===== src/rtl/adler_pkg.sv =====
// Shared constants, FSM state type and modular reduction helper for the
// Adler-32 stream engine.
package adler_pkg;

   // Largest prime below 2^16; every running sum is kept below this value.
   localparam logic [15:0] ADLER_MOD    = 16'd65521;
   localparam logic [15:0] ADLER_A_INIT = 16'd1;
   localparam logic [15:0] ADLER_B_INIT = 16'd0;

   typedef enum logic [0:0] {
      ACCUM = 1'b0,
      HOLD  = 1'b1
   } state_e;

   // Both inputs to the reduction are below 2*ADLER_MOD, so a single
   // conditional subtract gives the exact residue.
   function automatic logic [15:0] mod_reduce(input logic [16:0] sum);
      logic [16:0] diff;
      diff = sum - {1'b0, ADLER_MOD};
      return (sum >= {1'b0, ADLER_MOD}) ? diff[15:0] : sum[15:0];
   endfunction

endpackage


===== src/rtl/adler_byte_step.sv =====
// Combinational single-byte Adler-32 update. A disabled lane passes the
// running {B,A} through untouched so the lanes can be chained freely.
module adler_byte_step
   import adler_pkg::*;
(
   input  logic [15:0] a_i,
   input  logic [15:0] b_i,
   input  logic [7:0]  byte_i,
   input  logic        en_i,
   output logic [15:0] a_o,
   output logic [15:0] b_o
);

   logic [16:0] a_sum;
   logic [15:0] a_new;
   logic [16:0] b_sum;
   logic [15:0] b_new;

   // A' = (A + d) mod M, then B' = (B + A') mod M, bypassed when disabled.
   always_comb begin
      a_sum = {1'b0, a_i} + {9'd0, byte_i};
      a_new = mod_reduce(a_sum);
      b_sum = {1'b0, b_i} + {1'b0, a_new};
      b_new = mod_reduce(b_sum);
      a_o   = en_i ? a_new : a_i;
      b_o   = en_i ? b_new : b_i;
   end

endmodule


===== src/rtl/adler32_stream.sv =====
// Stream Adler-32 engine: BYTES lanes per beat, per-lane enables, seed
// loading for continuation, and a valid/ready result handshake.
module adler32_stream
   import adler_pkg::*;
#(
   parameter int unsigned BYTES = 4
) (
   input  logic               clock,
   input  logic               rst_n,
   input  logic               data_valid,
   output logic               data_ready,
   input  logic [8*BYTES-1:0] data,
   input  logic [BYTES-1:0]   byte_en,
   input  logic               last_data,
   input  logic               seed_load,
   input  logic [31:0]        seed,
   output logic               checksum_valid,
   input  logic               checksum_ready,
   output logic [31:0]        checksum
);

   state_e      state_q, state_d;
   logic [15:0] a_q, a_d;
   logic [15:0] b_q, b_d;

   logic        beat_accept;
   logic        seed_sel;
   logic [15:0] a_chain [BYTES+1];
   logic [15:0] b_chain [BYTES+1];

   assign data_ready     = (state_q == ACCUM);
   assign checksum_valid = (state_q == HOLD);
   assign checksum       = {b_q, a_q};
   assign beat_accept    = data_valid && data_ready;

   // A seed in the same cycle as a beat is applied before the beat's bytes.
   assign seed_sel   = seed_load && (state_q == ACCUM);
   assign a_chain[0] = seed_sel ? seed[15:0]  : a_q;
   assign b_chain[0] = seed_sel ? seed[31:16] : b_q;

   for (genvar i = 0; i < BYTES; i++) begin : g_lane
      adler_byte_step u_step (
         .a_i    (a_chain[i]),
         .b_i    (b_chain[i]),
         .byte_i (data[8*i +: 8]),
         .en_i   (byte_en[i]),
         .a_o    (a_chain[i+1]),
         .b_o    (b_chain[i+1])
      );
   end

   // Next-state: accumulate/seed in ACCUM, restart after the result is taken.
   always_comb begin
      state_d = state_q;
      a_d     = a_q;
      b_d     = b_q;
      unique case (state_q)
         ACCUM: begin
            if (beat_accept) begin
               a_d = a_chain[BYTES];
               b_d = b_chain[BYTES];
               if (last_data) begin
                  state_d = HOLD;
               end
            end else if (seed_load) begin
               a_d = seed[15:0];
               b_d = seed[31:16];
            end
         end
         HOLD: begin
            if (checksum_ready) begin
               state_d = ACCUM;
               a_d     = ADLER_A_INIT;
               b_d     = ADLER_B_INIT;
            end
         end
      endcase
   end

   // State and running sums; reset discards any message in flight.
   always_ff @(posedge clock or negedge rst_n) begin
      if (!rst_n) begin
         state_q <= ACCUM;
         a_q     <= ADLER_A_INIT;
         b_q     <= ADLER_B_INIT;
      end else begin
         state_q <= state_d;
         a_q     <= a_d;
         b_q     <= b_d;
      end
   end

endmodule

===== config.mk =====
export PLATFORM = sky130hd
export DESIGN_NAME = adler32_stream
export DESIGN_NICKNAME = d
export VERILOG_FILES = /design/src/rtl/adler_pkg.sv /design/src/rtl/adler_byte_step.sv /design/src/rtl/adler32_stream.sv
export SDC_FILE = /design/constraint.sdc
export NUM_CORES = 1
export LEC_CHECK = 0
export ABC_AREA = 0
export BUFFER_PORTS_ARGS = -buffer_cell sky130_fd_sc_hd__buf_2
export CAP_MARGIN = 5
export CORE_UTILIZATION = 35
export CTS_BUF_LIST = sky130_fd_sc_hd__clkbuf_8
export CTS_CLUSTER_DIAMETER = 200
export DETAILED_ROUTE_END_ITERATION = 8
export GPL_ROUTABILITY_DRIVEN = 1
export GPL_TIMING_DRIVEN = 0
export PLACE_DENSITY_LB_ADDON = 0.25
export SLEW_MARGIN = 40
export SYNTH_ARGS = -nofsm -noshare
export SYNTH_HDL_FRONTEND = slang
export SYNTH_HIERARCHICAL = 1
export SYNTH_SLANG_ARGS = --single-unit

===== constraint.sdc =====
create_clock -name clock -period 21.6 [get_ports clock]
set_input_delay 0 -clock clock [delete_from_list [all_inputs] [get_ports clock]]
set_output_delay 0 -clock clock [all_outputs]
set_load 0.1 [all_outputs]

==> metrics.txt <==
# TYPE chip_impl_metric gauge
chip_impl_info{name="run_status",value="finished, final reports clean"} 1
chip_impl_metric{name="critical_path.max_fanout",unit=""} 10
chip_impl_metric{name="post_cts_hold_buffer_count",unit=""} 30
chip_impl_metric{name="synth_fp_nets",unit=""} 2085
chip_impl_metric{name="wirelength",unit="mm"} 52.6
chip_impl_metric{name="track_usage",unit=""} 0.257
chip_impl_info{name="end_kind",value="register"} 1
chip_impl_metric{name="number_of_flops_mapped_to_enable_cells_by_yosys",unit=""} 0
chip_impl_info{name="grt_setup_unrepaired",value="false"} 1
chip_impl_metric{name="cts-buffers-inserted",unit=""} 5
chip_impl_metric{name="hold_path_depth",unit=""} 2
chip_impl_info{name="post_synth_most_frequent_cells",value="nor2_1 (202), nand2_1 (163), ha_1 (120), a21oi_1 (115), xnor2_1 (84)"} 1
chip_impl_metric{name="final.min_clock_period",unit="ns"} 19.70
chip_impl_info{name="crit_top_cell",value="xnor2_1"} 1
chip_impl_metric{name="hold_viol_final",unit=""} 0
chip_impl_metric{name="yosys-mux-area-fraction",unit=""} 0.0687
chip_impl_info{name="setup.worst_path.class",value="register to register"} 1
chip_impl_metric{name="antenna_cells",unit=""} 0
chip_impl_metric{name="port_buffers",unit=""} 103
chip_impl_metric{name="route.detailed.drc",unit=""} 0
chip_impl_metric{name="dr.first_iter.drc_count",unit=""} 1483
chip_impl_metric{name="r2r_cells",unit=""} 61
chip_impl_metric{name="die-height",unit="um"} 200
chip_impl_metric{name="cts.clk_slew.worst_paths",unit="ns"} 0.08
chip_impl_metric{name="worst_ep_required_time",unit="ns"} 21.77
chip_impl_metric{name="drt_first_pass_iters",unit=""} 5
chip_impl_metric{name="cts_resized",unit=""} 0
chip_impl_metric{name="die_width",unit="um"} 200
chip_impl_metric{name="cp_slowest_stage_delay",unit="ns"} 0.70
chip_impl_metric{name="synth_compound_gate_area_share",unit=""} 0.324
chip_impl_metric{name="post-place-ws",unit="ns"} 2.37
chip_impl_metric{name="gp_congestion",unit=""} 1.01
chip_impl_metric{name="wire_length_of_the_first_global_routing_pass",unit="mm"} 80.4
chip_impl_info{name="yosysMostFrequentCell",value="nor2_1"} 1
chip_impl_metric{name="yosys_warnings",unit=""} 6
chip_impl_metric{name="synthToLayoutAreaGrowth",unit="%"} 11.6
chip_impl_info{name="cts_tree",value="done"} 1
chip_impl_metric{name="overflow",unit=""} 0
chip_impl_metric{name="synth-seq-cells",unit=""} 33
chip_impl_metric{name="initial_core_util",unit=""} 0.359
chip_impl_metric{name="fp-row-count",unit=""} 71
chip_impl_metric{name="top_level_ports",unit=""} 108
chip_impl_info{name="top_cells_by_area_in_the_synthesized_netlist",value="ha_1 (11%), dfrtp_1 (5.9%), mux2_2 (5.8%)"} 1
chip_impl_metric{name="post_synth_xor_area_fraction",unit=""} 0.0806
chip_impl_info{name="clock_tree_root_driver_cell",value="clkbuf_8"} 1
chip_impl_metric{name="design.final.nets",unit=""} 2225
chip_impl_metric{name="die_area",unit="um2"} 39800
chip_impl_info{name="most_used_flip_flop_cell_after_synthesis",value="dfrtp_1"} 1
chip_impl_metric{name="antenna_left",unit=""} 0
chip_impl_info{name="dominant_combinational_cell_family_by_area_after_synthesis",value="compound AO/OA/AOI/OAI gates"} 1
chip_impl_metric{name="coreArea",unit="um2"} 38000
chip_impl_metric{name="clock-skew-final",unit="ns"} 0.0138
chip_impl_metric{name="grt_pass1_vias",unit=""} 14314
chip_impl_info{name="critPathLaunchType",value="register"} 1
chip_impl_metric{name="postSynthAreaPerCell",unit="um2"} 7.25
chip_impl_metric{name="setup_total_negative_slack",unit="ns"} 0
chip_impl_metric{name="dp.final_hpwl",unit="mm"} 43.9
chip_impl_metric{name="period_utilization",unit=""} 0.912
chip_impl_metric{name="cap_viol_max_count",unit=""} 0
chip_impl_metric{name="asyncSetResetFlopFracSynth",unit=""} 1.00
chip_impl_metric{name="worstSkewPairLatency",unit="ns"} 0.29
chip_impl_metric{name="synth-seq-area-share",unit=""} 0.0606
chip_impl_info{name="critical-path-slowest-cell",value="a311oi_1"} 1
chip_impl_metric{name="final_routed_wire_length_divided_by_cell_count",unit="um"} 20.7
chip_impl_metric{name="synth-simple-area-share",unit=""} 0.290
chip_impl_metric{name="worst_pin_slew",unit="ns"} 0.890
chip_impl_metric{name="nFillCells",unit=""} 4069
chip_impl_metric{name="grt_max_degree",unit=""} 34
chip_impl_metric{name="antenna_found_initial",unit=""} 0
chip_impl_metric{name="synth_area",unit="um2"} 13700
chip_impl_metric{name="slew_headroom",unit=""} 0.402
chip_impl_metric{name="max_freq",unit="MHz"} 50.8
chip_impl_metric{name="detailed_route_vias_per_instance",unit=""} 6.13
chip_impl_metric{name="post_cts_repair_setup_buffers",unit=""} 0
chip_impl_metric{name="postSynthCellCount",unit=""} 1883
chip_impl_metric{name="fin_max_slew_vios",unit=""} 0
chip_impl_metric{name="fin_ws",unit="ns"} 1.90
chip_impl_info{name="netlist.top_cell.by_area",value="ha_1"} 1
chip_impl_metric{name="yosysUniqueCellTypes",unit=""} 114
chip_impl_metric{name="adder_cell_area_share_of_the_yosys_netlist",unit=""} 0.122
chip_impl_metric{name="clkSinkCount",unit=""} 33
chip_impl_metric{name="vias",unit=""} 15534
chip_impl_info{name="hp-class",value="input pin to register"} 1
chip_impl_metric{name="final-setup-viol-count",unit=""} 0
chip_impl_metric{name="synth_top_area_frac",unit=""} 0.110
chip_impl_metric{name="ctsHtreeMaxLevel",unit=""} 2
chip_impl_metric{name="drive_gt1_frac",unit=""} 0.155
chip_impl_metric{name="cp_data_arrival_time",unit="ns"} 19.87
chip_impl_metric{name="clock_tree.buffer_depth",unit=""} 2
[routing by layer]
layer / track usage / share of wire / wire (um) / vias to the layer above
met5: 0 / 0 / 0 / -
met4: 0.117 / 0.049 / 2600 / 0
met3: 0.0150 / 0.058 / 3050 / 101
met2: 0.421 / 0.45 / 23800 / 593
met1: 0.345 / 0.44 / 23100 / 7402
li1: - / - / - / 7438
[final timing paths]
path | start | endpoint | slack (ns)
worst max-delay path | checksum_valid$_DFF_PN0_ | b_q[9]$_DFFE_PN0P_ | 1.90
worst min-delay path | seed[17] | b_q[1]$_DFFE_PN0P_ | 0.02
worst max register to register | checksum_valid$_DFF_PN0_ | b_q[9]$_DFFE_PN0P_ | 1.90
worst min register to register | a_q[0]$_DFFE_PN1P_ | a_q[0]$_DFFE_PN1P_ | 0.62
max in group asynchronous | rst_n | a_q[0]$_DFFE_PN1P_ | 21.03
min in group asynchronous | rst_n | a_q[6]$_DFFE_PN0P_ | 0.22
[final cells by class]
cell class	count	area (um2)	share of cell area
repair buffers	133	818	0.0537
clock buffers	7	96.3	0.00632
well taps	511	639	0.0419
multi-input cells	1674	12100	0.795
clock inverters	1	5.00	0.000328
plain buffers	95	437	0.0286
inverters	81	304	0.0199
flip-flops and latches	33	827	0.0542
[critical path, delay by kind of cell, from the launching register on]
| family | cells | cell delay [ns] |
|---|---|---|
| compound gates | 26 | 9.41 |
| simple gates | 15 | 3.96 |
| fa+ha+maj | 7 | 2.57 |
| xor+xnor | 5 | 1.42 |
| buf+inv | 7 | 1.26 |
| flops | 1 | 0.46 |
| mux | 1 | 0.43 |
[cells in the final DEF (no fill, tap or decap), types with 24 or more instances in the layout]
cell	n
nor3_1	34
mux2_2	70
a21o_1	39
o21ai_0	58
a21oi_1	115
xor2_1	38
a211o_1	41
nor2_1	202
and3_1	28
xnor2_1	84
nand3_1	75
nand4_1	30
ha_1	120
dlygate4sd3_1	30
a31oi_1	33
nor2b_1	24
clkbuf_1	54
inv_1	81
and2_1	32
dfrtp_1	32
nand2_1	163
a32o_1	31
buf_2	136
[stage by stage]
step / utilization / area [um2] / std cells / hold slack, ns
after floorplan: - / 13700 / 1883 / -0.296
after global placement: 0.390 / 14800 / 2497 / 0.127
after detailed placement: 0.390 / 14800 / 2497 / 0.122
after CTS: 0.401 / 15200 / 2535 / 0.00229
after global routing: 0.401 / 15200 / 2535 / 0.0110
final: 0.401 / 15200 / 2535 / 0.0173
[logic make-up (layout without fill, tap and decap cells)]
family                   Yosys count  count (layout)
AND/OR/NAND/NOR                  756             756
multiplexers                      85              85
AO/OA/AOI/OAI                    581             581
flip-flops                        33              33
XOR/XNOR                         124             124
buffers and inverters            176             317
adder cells (fa/ha/maj)          128             128
[flip-flops by register name (all words and copies together), names as in the netlist]
name and flops:
checksum_valid 1, a_q 16, b_q 16
Power is left out: the tool's default activity adds up to more than one toggle a clock period on the data nets, which glitch-free logic cannot reach.
